## config.mk

```make
export PLATFORM = sky130hd
export DESIGN_NAME = reset_sequencer_flat
export DESIGN_NICKNAME = d
export VERILOG_FILES = /design/src/rtl/reset_sequencer_if.sv /design/src/rtl/reset_sequencer.sv /design/src/flat_wrapper.sv
export SDC_FILE = /design/constraint.sdc
export NUM_CORES = 1
export LEC_CHECK = 0
export ABC_CLOCK_PERIOD_IN_PS = 3850
export CAP_MARGIN = 0
export CORE_MARGIN = 4
export CORE_UTILIZATION = 55
export CTS_CLUSTER_DIAMETER = 120
export DETAILED_ROUTE_END_ITERATION = 12
export PLACE_DENSITY = 0.81
export SKIP_CTS_REPAIR_TIMING = 1
export SYNTH_ARGS = -nofsm -noshare
export SYNTH_HDL_FRONTEND = slang
export SYNTH_SLANG_ARGS = --single-unit
```

## constraint.sdc

```tcl
create_clock -name clk -period 3.85 [get_ports clk]
set_input_delay 0.77 -clock clk [delete_from_list [all_inputs] [get_ports clk]]
set_output_delay 0.77 -clock clk [all_outputs]
set_load 0.03 [all_outputs]
```

## src/rtl/reset_sequencer_if.sv

```systemverilog
// Reset sequencer control/status bundle.
//   master : drives clk_enable, locked, soft_reset_req; observes the reset tree.
//   slave  : the sequencer; consumes controls, drives domain_reset, ready, state.
// Ports carried:
//   clk_enable      1            advance state and counters when high
//   locked          1            clock-lock indication, asynchronous to clk
//   soft_reset_req  1            level-sensitive software/debug reset request
//   domain_reset    NUM_DOMAINS  per-domain active-high reset
//   ready           1            all domains released
//   state           2            0=HOLD, 1=RELEASE, 2=RUN
interface reset_sequencer_if #(
  parameter int unsigned NUM_DOMAINS = 3
) ();

  logic                   clk_enable;
  logic                   locked;
  logic                   soft_reset_req;
  logic [NUM_DOMAINS-1:0] domain_reset;
  logic                   ready;
  logic [1:0]             state;

  modport master (
    output clk_enable,
    output locked,
    output soft_reset_req,
    input  domain_reset,
    input  ready,
    input  state
  );

  modport slave (
    input  clk_enable,
    input  locked,
    input  soft_reset_req,
    output domain_reset,
    output ready,
    output state
  );

endinterface

```

## src/rtl/reset_sequencer.sv

```systemverilog
// Reset tree sequencer for the 6502 core and its peripherals.
// Holds all reset domains asserted until the clock has been locked for
// MIN_HOLD enabled cycles, then releases domains 0..NUM_DOMAINS-1 one at a
// time, STAGE_DELAY enabled cycles apart. Loss of lock or a soft reset
// request re-asserts every domain at once and restarts from HOLD.
// Ports:
//   clk          system clock
//   async_reset  asynchronous active-high reset (forces HOLD, all domains asserted)
//   bus          reset_sequencer_if.slave (clk_enable, locked, soft_reset_req in;
//                domain_reset, ready, state out; all outputs registered)
module reset_sequencer #(
  parameter int unsigned NUM_DOMAINS = 3,
  parameter int unsigned MIN_HOLD    = 8,
  parameter int unsigned STAGE_DELAY = 16
) (
  input  logic              clk,
  input  logic              async_reset,
  reset_sequencer_if.slave  bus
);

  localparam int unsigned CNT_W = 8;
  localparam int unsigned IDX_W = (NUM_DOMAINS > 1) ? $clog2(NUM_DOMAINS) : 1;

  localparam logic [CNT_W-1:0] HOLD_TC  = CNT_W'(MIN_HOLD);
  localparam logic [CNT_W-1:0] STAGE_TC = CNT_W'(STAGE_DELAY);
  localparam logic [IDX_W-1:0] LAST_IDX = IDX_W'(NUM_DOMAINS - 1);
  localparam logic [NUM_DOMAINS-1:0] ONE_HOT0 = NUM_DOMAINS'(1);

  typedef enum logic [1:0] {
    ST_HOLD    = 2'd0,
    ST_RELEASE = 2'd1,
    ST_RUN     = 2'd2
  } state_e;

  state_e                 state_q;
  logic [NUM_DOMAINS-1:0] domain_reset_q;
  logic                   ready_q;
  logic [CNT_W-1:0]       hold_cnt;
  logic [CNT_W-1:0]       stage_cnt;
  logic [IDX_W-1:0]       stage_idx;

  logic lock_meta;
  logic locked_s;

  // Two-flop lock synchronizer; runs every cycle independent of clk_enable.
  always_ff @(posedge clk or posedge async_reset) begin
    if (async_reset) begin
      lock_meta <= 1'b0;
      locked_s  <= 1'b0;
    end else begin
      lock_meta <= bus.locked;
      locked_s  <= lock_meta;
    end
  end

  // Abort request seen by RELEASE and RUN.
  logic abort_c;
  assign abort_c = !locked_s || bus.soft_reset_req;

  // Sequencer FSM with registered outputs; frozen while clk_enable is low.
  always_ff @(posedge clk or posedge async_reset) begin
    if (async_reset) begin
      state_q        <= ST_HOLD;
      domain_reset_q <= '1;
      ready_q        <= 1'b0;
      hold_cnt       <= '0;
      stage_cnt      <= '0;
      stage_idx      <= '0;
    end else if (bus.clk_enable) begin
      unique case (state_q)
        ST_HOLD: begin
          domain_reset_q <= '1;
          ready_q        <= 1'b0;
          if (abort_c) begin
            hold_cnt <= '0;
          end else if (hold_cnt + CNT_W'(1) == HOLD_TC) begin
            // Lock has been stable long enough; start releasing.
            state_q   <= ST_RELEASE;
            hold_cnt  <= '0;
            stage_cnt <= '0;
            stage_idx <= '0;
          end else begin
            hold_cnt <= hold_cnt + CNT_W'(1);
          end
        end

        ST_RELEASE: begin
          if (abort_c) begin
            // Abort beats any release scheduled on this edge.
            state_q        <= ST_HOLD;
            domain_reset_q <= '1;
            ready_q        <= 1'b0;
            hold_cnt       <= '0;
            stage_cnt      <= '0;
            stage_idx      <= '0;
          end else if (stage_cnt + CNT_W'(1) == STAGE_TC) begin
            stage_cnt <= '0;
            stage_idx <= stage_idx + IDX_W'(1);
            if (stage_idx == LAST_IDX) begin
              state_q        <= ST_RUN;
              domain_reset_q <= '0;
              ready_q        <= 1'b1;
            end else begin
              domain_reset_q <= domain_reset_q & ~(ONE_HOT0 << stage_idx);
            end
          end else begin
            stage_cnt <= stage_cnt + CNT_W'(1);
          end
        end

        ST_RUN: begin
          if (abort_c) begin
            state_q        <= ST_HOLD;
            domain_reset_q <= '1;
            ready_q        <= 1'b0;
            hold_cnt       <= '0;
            stage_cnt      <= '0;
            stage_idx      <= '0;
          end else begin
            domain_reset_q <= '0;
            ready_q        <= 1'b1;
          end
        end

        default: begin
          state_q        <= ST_HOLD;
          domain_reset_q <= '1;
          ready_q        <= 1'b0;
          hold_cnt       <= '0;
          stage_cnt      <= '0;
          stage_idx      <= '0;
        end
      endcase
    end
  end

  assign bus.domain_reset = domain_reset_q;
  assign bus.ready        = ready_q;
  assign bus.state        = 2'(state_q);

endmodule

```

## src/flat_wrapper.sv

```systemverilog
// flat-port wrapper written by rule: the top's interface ports become plain ports
module reset_sequencer_flat 
#(
  parameter int unsigned NUM_DOMAINS = 3,
  parameter int unsigned MIN_HOLD    = 8,
  parameter int unsigned STAGE_DELAY = 16
)
  (clk, async_reset, bus_clk_enable, bus_locked, bus_soft_reset_req, bus_domain_reset, bus_ready, bus_state);
  reset_sequencer_if #(.NUM_DOMAINS(NUM_DOMAINS)) bus_i ();
  input  logic clk;
  input  logic async_reset;
  input wire logic [$bits(bus_i.clk_enable)-1:0] bus_clk_enable;
  input wire logic [$bits(bus_i.locked)-1:0] bus_locked;
  input wire logic [$bits(bus_i.soft_reset_req)-1:0] bus_soft_reset_req;
  output wire logic [$bits(bus_i.domain_reset)-1:0] bus_domain_reset;
  output wire logic [$bits(bus_i.ready)-1:0] bus_ready;
  output wire logic [$bits(bus_i.state)-1:0] bus_state;
  assign bus_i.clk_enable = bus_clk_enable;
  assign bus_i.locked = bus_locked;
  assign bus_i.soft_reset_req = bus_soft_reset_req;
  assign bus_domain_reset = bus_i.domain_reset;
  assign bus_ready = bus_i.ready;
  assign bus_state = bus_i.state;
  reset_sequencer #(.NUM_DOMAINS(NUM_DOMAINS), .MIN_HOLD(MIN_HOLD), .STAGE_DELAY(STAGE_DELAY)) u_core (.clk(clk), .async_reset(async_reset), .bus(bus_i));
endmodule
```

-- After elaboration in Yosys (flattened, before gate mapping)
Index checks and enable logic that the tools add are counted.
- $add $sub $neg: 3
- equal/unequal tests: 11
- shift operators: 1
- mux-type cells: 31
- bitwise operators: 2
- reductions and logical operators: 10
- operators by type and width (operator ; number):
    8-bit two-way mux ; 7
    8-bit one-hot mux with 3 select lines ; 1
    2-bit two-way mux ; 10
    8-bit by 1-bit adder with 8-bit output (second input constant) ; 2
    8-bit one-hot mux with 2 select lines ; 1
    3-bit two-way mux ; 4
    2-bit one-hot mux with 3 select lines ; 2
    8-bit by 4-bit equality test with 1-bit output (second input constant) ; 1
    8-bit by 5-bit equality test with 1-bit output (second input constant) ; 1
    2-bit by 1-bit != test with 1-bit output (second input constant) ; 3
    3-bit by 1-bit != test with 1-bit output (second input constant) ; 2
    3-bit one-hot mux with 2 select lines ; 1
    6-bit AND reduction ; 1
    5-bit AND reduction ; 1
    2-bit equality test (second input constant) ; 2
    1-bit two-way mux ; 4
    2-bit AND reduction ; 2
    4-bit AND reduction ; 1
    3-bit AND ; 1
    3-bit NOT ; 1
    3-bit AND reduction ; 1
    1-bit by 2-bit << shifter with 3-bit output (first input constant) ; 1
    2-bit by 1-bit adder with 2-bit output (second input constant) ; 1
    2-bit by 1-bit equality test with 1-bit output (second input constant) ; 1
    other kinds (6) ; 6
- flip-flop bits (word level): 26
- input port bits: 5
- output and inout port bits: 6
- logic and storage cells: 66

-- Logic depth before layout (Yosys ltp)
- depth after elaboration: 7
- gate-level depth with buffers: 8

-- Worst setup path before layout
OpenSTA, ideal clock, no wires.
- kind: input to register
- start point: input port bus_soft_reset_req
- end point: register u_core.state_q[0] (netlist: u_core.bus.state[0])
- library setup time: 0.124 ns
- data arrival time: 1.992 ns
- path slack: 1.735 ns
- stages: 7
- buffers on the path: 2
- cell sequence: nor2b_1 -> clkbuf_1 -> nand2_1 -> a41oi_2 -> buf_4 -> nor3_2 -> a211o_1
- cells in the longest elaborated chain, start to end: 3
- elaborated cells between the ends (all ways): 8
- classes of those cells: eq/ne: 4; mux: 2; reduce/logical: 2
- ends and longest elaborated chain (element ; line ; text):
    start, declared ; flat_wrapper.sv:14 ; input wire logic [$bits(bus_i.soft_reset_req)-1:0] bus_soft_reset_req;
    1-bit logical OR * ; reset_sequencer.sv:58 ; assign abort_c = !locked_s || bus.soft_reset_req;
    3-bit by 1-bit != test with 1-bit output (no source line), or another cell as far along ; - ;
    6-bit AND reduction (no source line) or 2-bit one-hot mux with 3 select lines (tied branches) ; - ;
    end signal, assigned ; reset_sequencer.sv:63 ; state_q <= ST_HOLD;
    end signal, assigned ; reset_sequencer.sv:78 ; state_q <= ST_RELEASE;
    end signal, assigned ; reset_sequencer.sv:90 ; state_q <= ST_HOLD;
    end, declared ; reset_sequencer.sv:35 ; state_e state_q;
Mark *: on every way between the ends. The rest lies on a longest branch, timed or not.
A chain may end at the register's enable or synchronous reset.

-- Worst setup path after layout
- start point: register u_core.stage_cnt[0]
- end point: register u_core.state_q[0] (netlist: u_core.bus.state[0])
- cells in the longest elaborated chain, start to end: 4
- ends and longest elaborated chain (element ; line ; text):
    start, declared ; reset_sequencer.sv:39 ; logic [CNT_W-1:0] stage_cnt;
    start signal, assigned ; reset_sequencer.sv:107 ; stage_cnt <= stage_cnt + CNT_W'(1);
    8-bit by 1-bit adder with 8-bit output ; reset_sequencer.sv:96 ; end else if (stage_cnt + CNT_W'(1) == STAGE_TC) begin
    8-bit by 5-bit equality test with 1-bit output ; reset_sequencer.sv:96 ;
    3-bit by 1-bit != test with 1-bit output (no source line) ; - ;
    6-bit AND reduction (no source line) ; - ;
    end signal, assigned ; reset_sequencer.sv:90 ;
    end signal, assigned ; reset_sequencer.sv:100 ; state_q <= ST_RUN;
    end signal, assigned ; reset_sequencer.sv:113 ; state_q <= ST_HOLD;
No other way between the ends.

==> flow_summary.json <==
{
  "fin_worst_skew_ns": 0.00502,
  "antenna_left": 0,
  "hold_class": "reg2reg",
  "ys_ff_latch": 26,
  "yosysWarnings": 0,
  "track_usage_pct": 18.3,
  "dr.pass1.iters": 5,
  "crit_cells": 7,
  "clockRootBuffer": "clkbuf_4",
  "grt_antenna_before_repair": 0,
  "synthTopCellsByCount": "26 x o21ai_0, 23 x dfrtp_1, 21 x nand2_1",
  "synth_area_leaders": "dfrtp_1 36%, o21ai_0 8.1%, ha_1 7.0%",
  "grt_max_degree": 27,
  "ys.flop_type": "dfrtp_1",
  "synthCells": 178,
  "routabilityCongestion": 0.862,
  "status": "finished, final reports clean",
  "worstMarginPinSlew_ns": 0.956,
  "finalPower_uw": 795,
  "critical_path_buf_inv_count": 0,
  "hold_start": "u_core.lock_meta",
  "syn_area_um2": 1610,
  "port_buffers": 10,
  "antenna_cells": 0,
  "rsz0062_at_grt": "no",
  "period_needed_ns": 2.34,
  "cts_tree": "yes",
  "cts_sinks": 26,
  "setup-tns-final_ns": 0,
  "drv_slew": 0,
  "path_delay_family": "compound AO/OA/AOI/OAI gates",
  "yosysSeqAreaShare_pct": 40.8,
  "slowest_delay_ns": 0.50,
  "vias": 1364,
  "num_rows": 19,
  "crit_arrival_ns": 2.56,
  "htree_levels": 1,
  "dpl.hpwl_um": 2300,
  "drc": 0,
  "worstSetupPathType": "reg2reg",
  "grt_overflow": 0,
  "async_flop_share_pct": 100,
  "start_util_pct": 57.7,
  "syn_avg_cell_area_um2": 9.02,
  "cts_buffers": 3,
  "clk-insertion-delay-late_ns": 0.32,
  "cpMaxStageDelayCell": "dfrtp_1",
  "leakage_uw": 0.000718,
  "finalNonFillerCells": 219,
  "fp.dieH_um": 62.0,
  "routed_wl_um": 3160,
  "hold_viol": 0,
  "start_kind": "flip-flop",
  "ff2ff_path_depth": 7,
  "synth-edff-count": 0,
  "required_ns": 4.07,
  "die_area_um2": 3850,
  "yosys.area.top_type": "dfrtp_1",
  "core_um2": 2780,
  "yosysMostFrequentCell": "o21ai_0",
  "drt_iter0_markers": 66,
  "clk_path_buf_depth": 2,
  "fillers": 243,
  "synth_top_area_share_pct": 35.9,
  "clk_pin_slew_ns": 0.14,
  "ff2ff_setup_slack_ns": 1.51,
  "grt_pass1_wl_um": 5260,
  "relSlewSlack_pct": 36.2,
  "die_w_um": 62.0,
  "post-route-util_pct": 62.8,
  "post_synth_num_cell_types": 45,
  "syn_nets": 192,
  "worstSetupStartpoint": "u_core.stage_cnt[0]",
  "grt_pass1_vias": 1195,
  "finalSetupViolations": 0,
  "min_delay_path_depth": 0,
  "fin_nets": 203,
  "crit_chain": "ha_1 > nand3_1 > xor2_1 > a31o_1 > a41oi_2 > nor3_2 > a211o_1",
  "r2r-start": "u_core.stage_cnt[0]",
  "ir_worst_vdd_mv": 0.435,
  "layout-drive-gt1-share_pct": 6.91,
  "cap_viol_max_count": 0,
  "via_per_inst": 6.23,
  "dp.cells": 215,
  "timing.final.crit_share_pct": 60.8,
  "crit_path_max_fanout": 12,
  "power_density_nw_per_um2": 455,
  "max_freq_ghz": 0.428,
  "wl_per_cell_um": 14.4,
  "num_io_pins": 11,
  "endpoint_kind": "flip-flop",
  "area_growth_pct": 8.81
}
## worst reg2reg max path: cells and delay by family (launching register included)
| family | cells | cell delay [ns] |
|---|---|---|
| compound gates | 3 | 0.98 |
| simple gates | 2 | 0.30 |
| flops | 1 | 0.50 |
| fa+ha+maj | 1 | 0.28 |
| xor+xnor | 1 | 0.19 |
## final cells by class
type / count / area [um^2] / share of cell area, %
Clock buffer: 4 / 26.3 / 1.50
Inverter: 9 / 33.8 / 1.93
Multi-Input combinational cell: 138 / 886 / 50.7
Sequential cell: 26 / 654 / 37.5
Tap cell: 31 / 38.8 / 2.22
Timing Repair Buffer: 11 / 108 / 6.16
## cells in the final DEF (no fill, tap or decap), types with 4 or more instances in the layout
cell / instances
o21ai_0: 26
dfrtp_1: 23
nand2_1: 21
nor2_1: 16
clkdlybuf4s50_1: 10
nand3_1: 9
inv_1: 9
ha_1: 9
nand2b_1: 5
nor2b_1: 4
and3_1: 4
## path summary, 6_finish.rpt
path,to
min in group asynchronous,u_core.hold_cnt[6]
worst min-delay path,u_core.locked_s
max in group asynchronous,u_core.bus.state[1]
worst max-delay path,u_core.bus.state[0]
worst min register to register,u_core.locked_s
worst max register to register,u_core.bus.state[0]
## per-stage QoR
step	setup slack (ns)	instance area [um^2]	hold slack, ns
final	1.51	1750	0.371
after global routing	1.31	1750	0.391
after CTS	1.52	1750	0.379
after detailed placement	1.21	1720	0.339
after global placement	1.24	1720	0.344
after floorplan	1.73	1610	0.331
## power by group
group	total [uW]	switching (uW)	leakage [uW]	internal, uW
Combinational	318	195	0.000360	123
Clock	120	79.8	0.0000150	40.5
Sequential	357	33.9	0.000343	323
Total	795	308	0.000718	487
## logic make-up after synthesis
| kind of cell | share of synthesized area, % |
|---|---|
| XOR/XNOR | 2.73 |
| multiplexers | 1.95 |
| adder cells (fa/ha/maj) | 7.01 |
| AND/OR/NAND/NOR | 22.6 |
| flip-flops | 40.8 |
| buffers and inverters | 4.05 |
| AO/OA/AOI/OAI | 20.9 |
## metal layers
metal / vias to the layer above / track usage (%) / share of wire [%]
li1: 658 / - / -
met1: 655 / 25.1 / 47
met2: 47 / 28.3 / 47
met3: 4 / 3.93 / 5.4
met4: 0 / 6.97 / 0.92
met5: - / 0 / 0
## registers in the layout, indices dropped and copies added, names as in the netlist
register and count:
u_core.bus.domain_reset 3, u_core.bus.ready 1, u_core.bus.state 2, u_core.hold_cnt 8, u_core.lock_meta 1, u_core.locked_s 1
u_core.stage_cnt 8, u_core.stage_idx 2
Power figures use the tool's default switching activity.
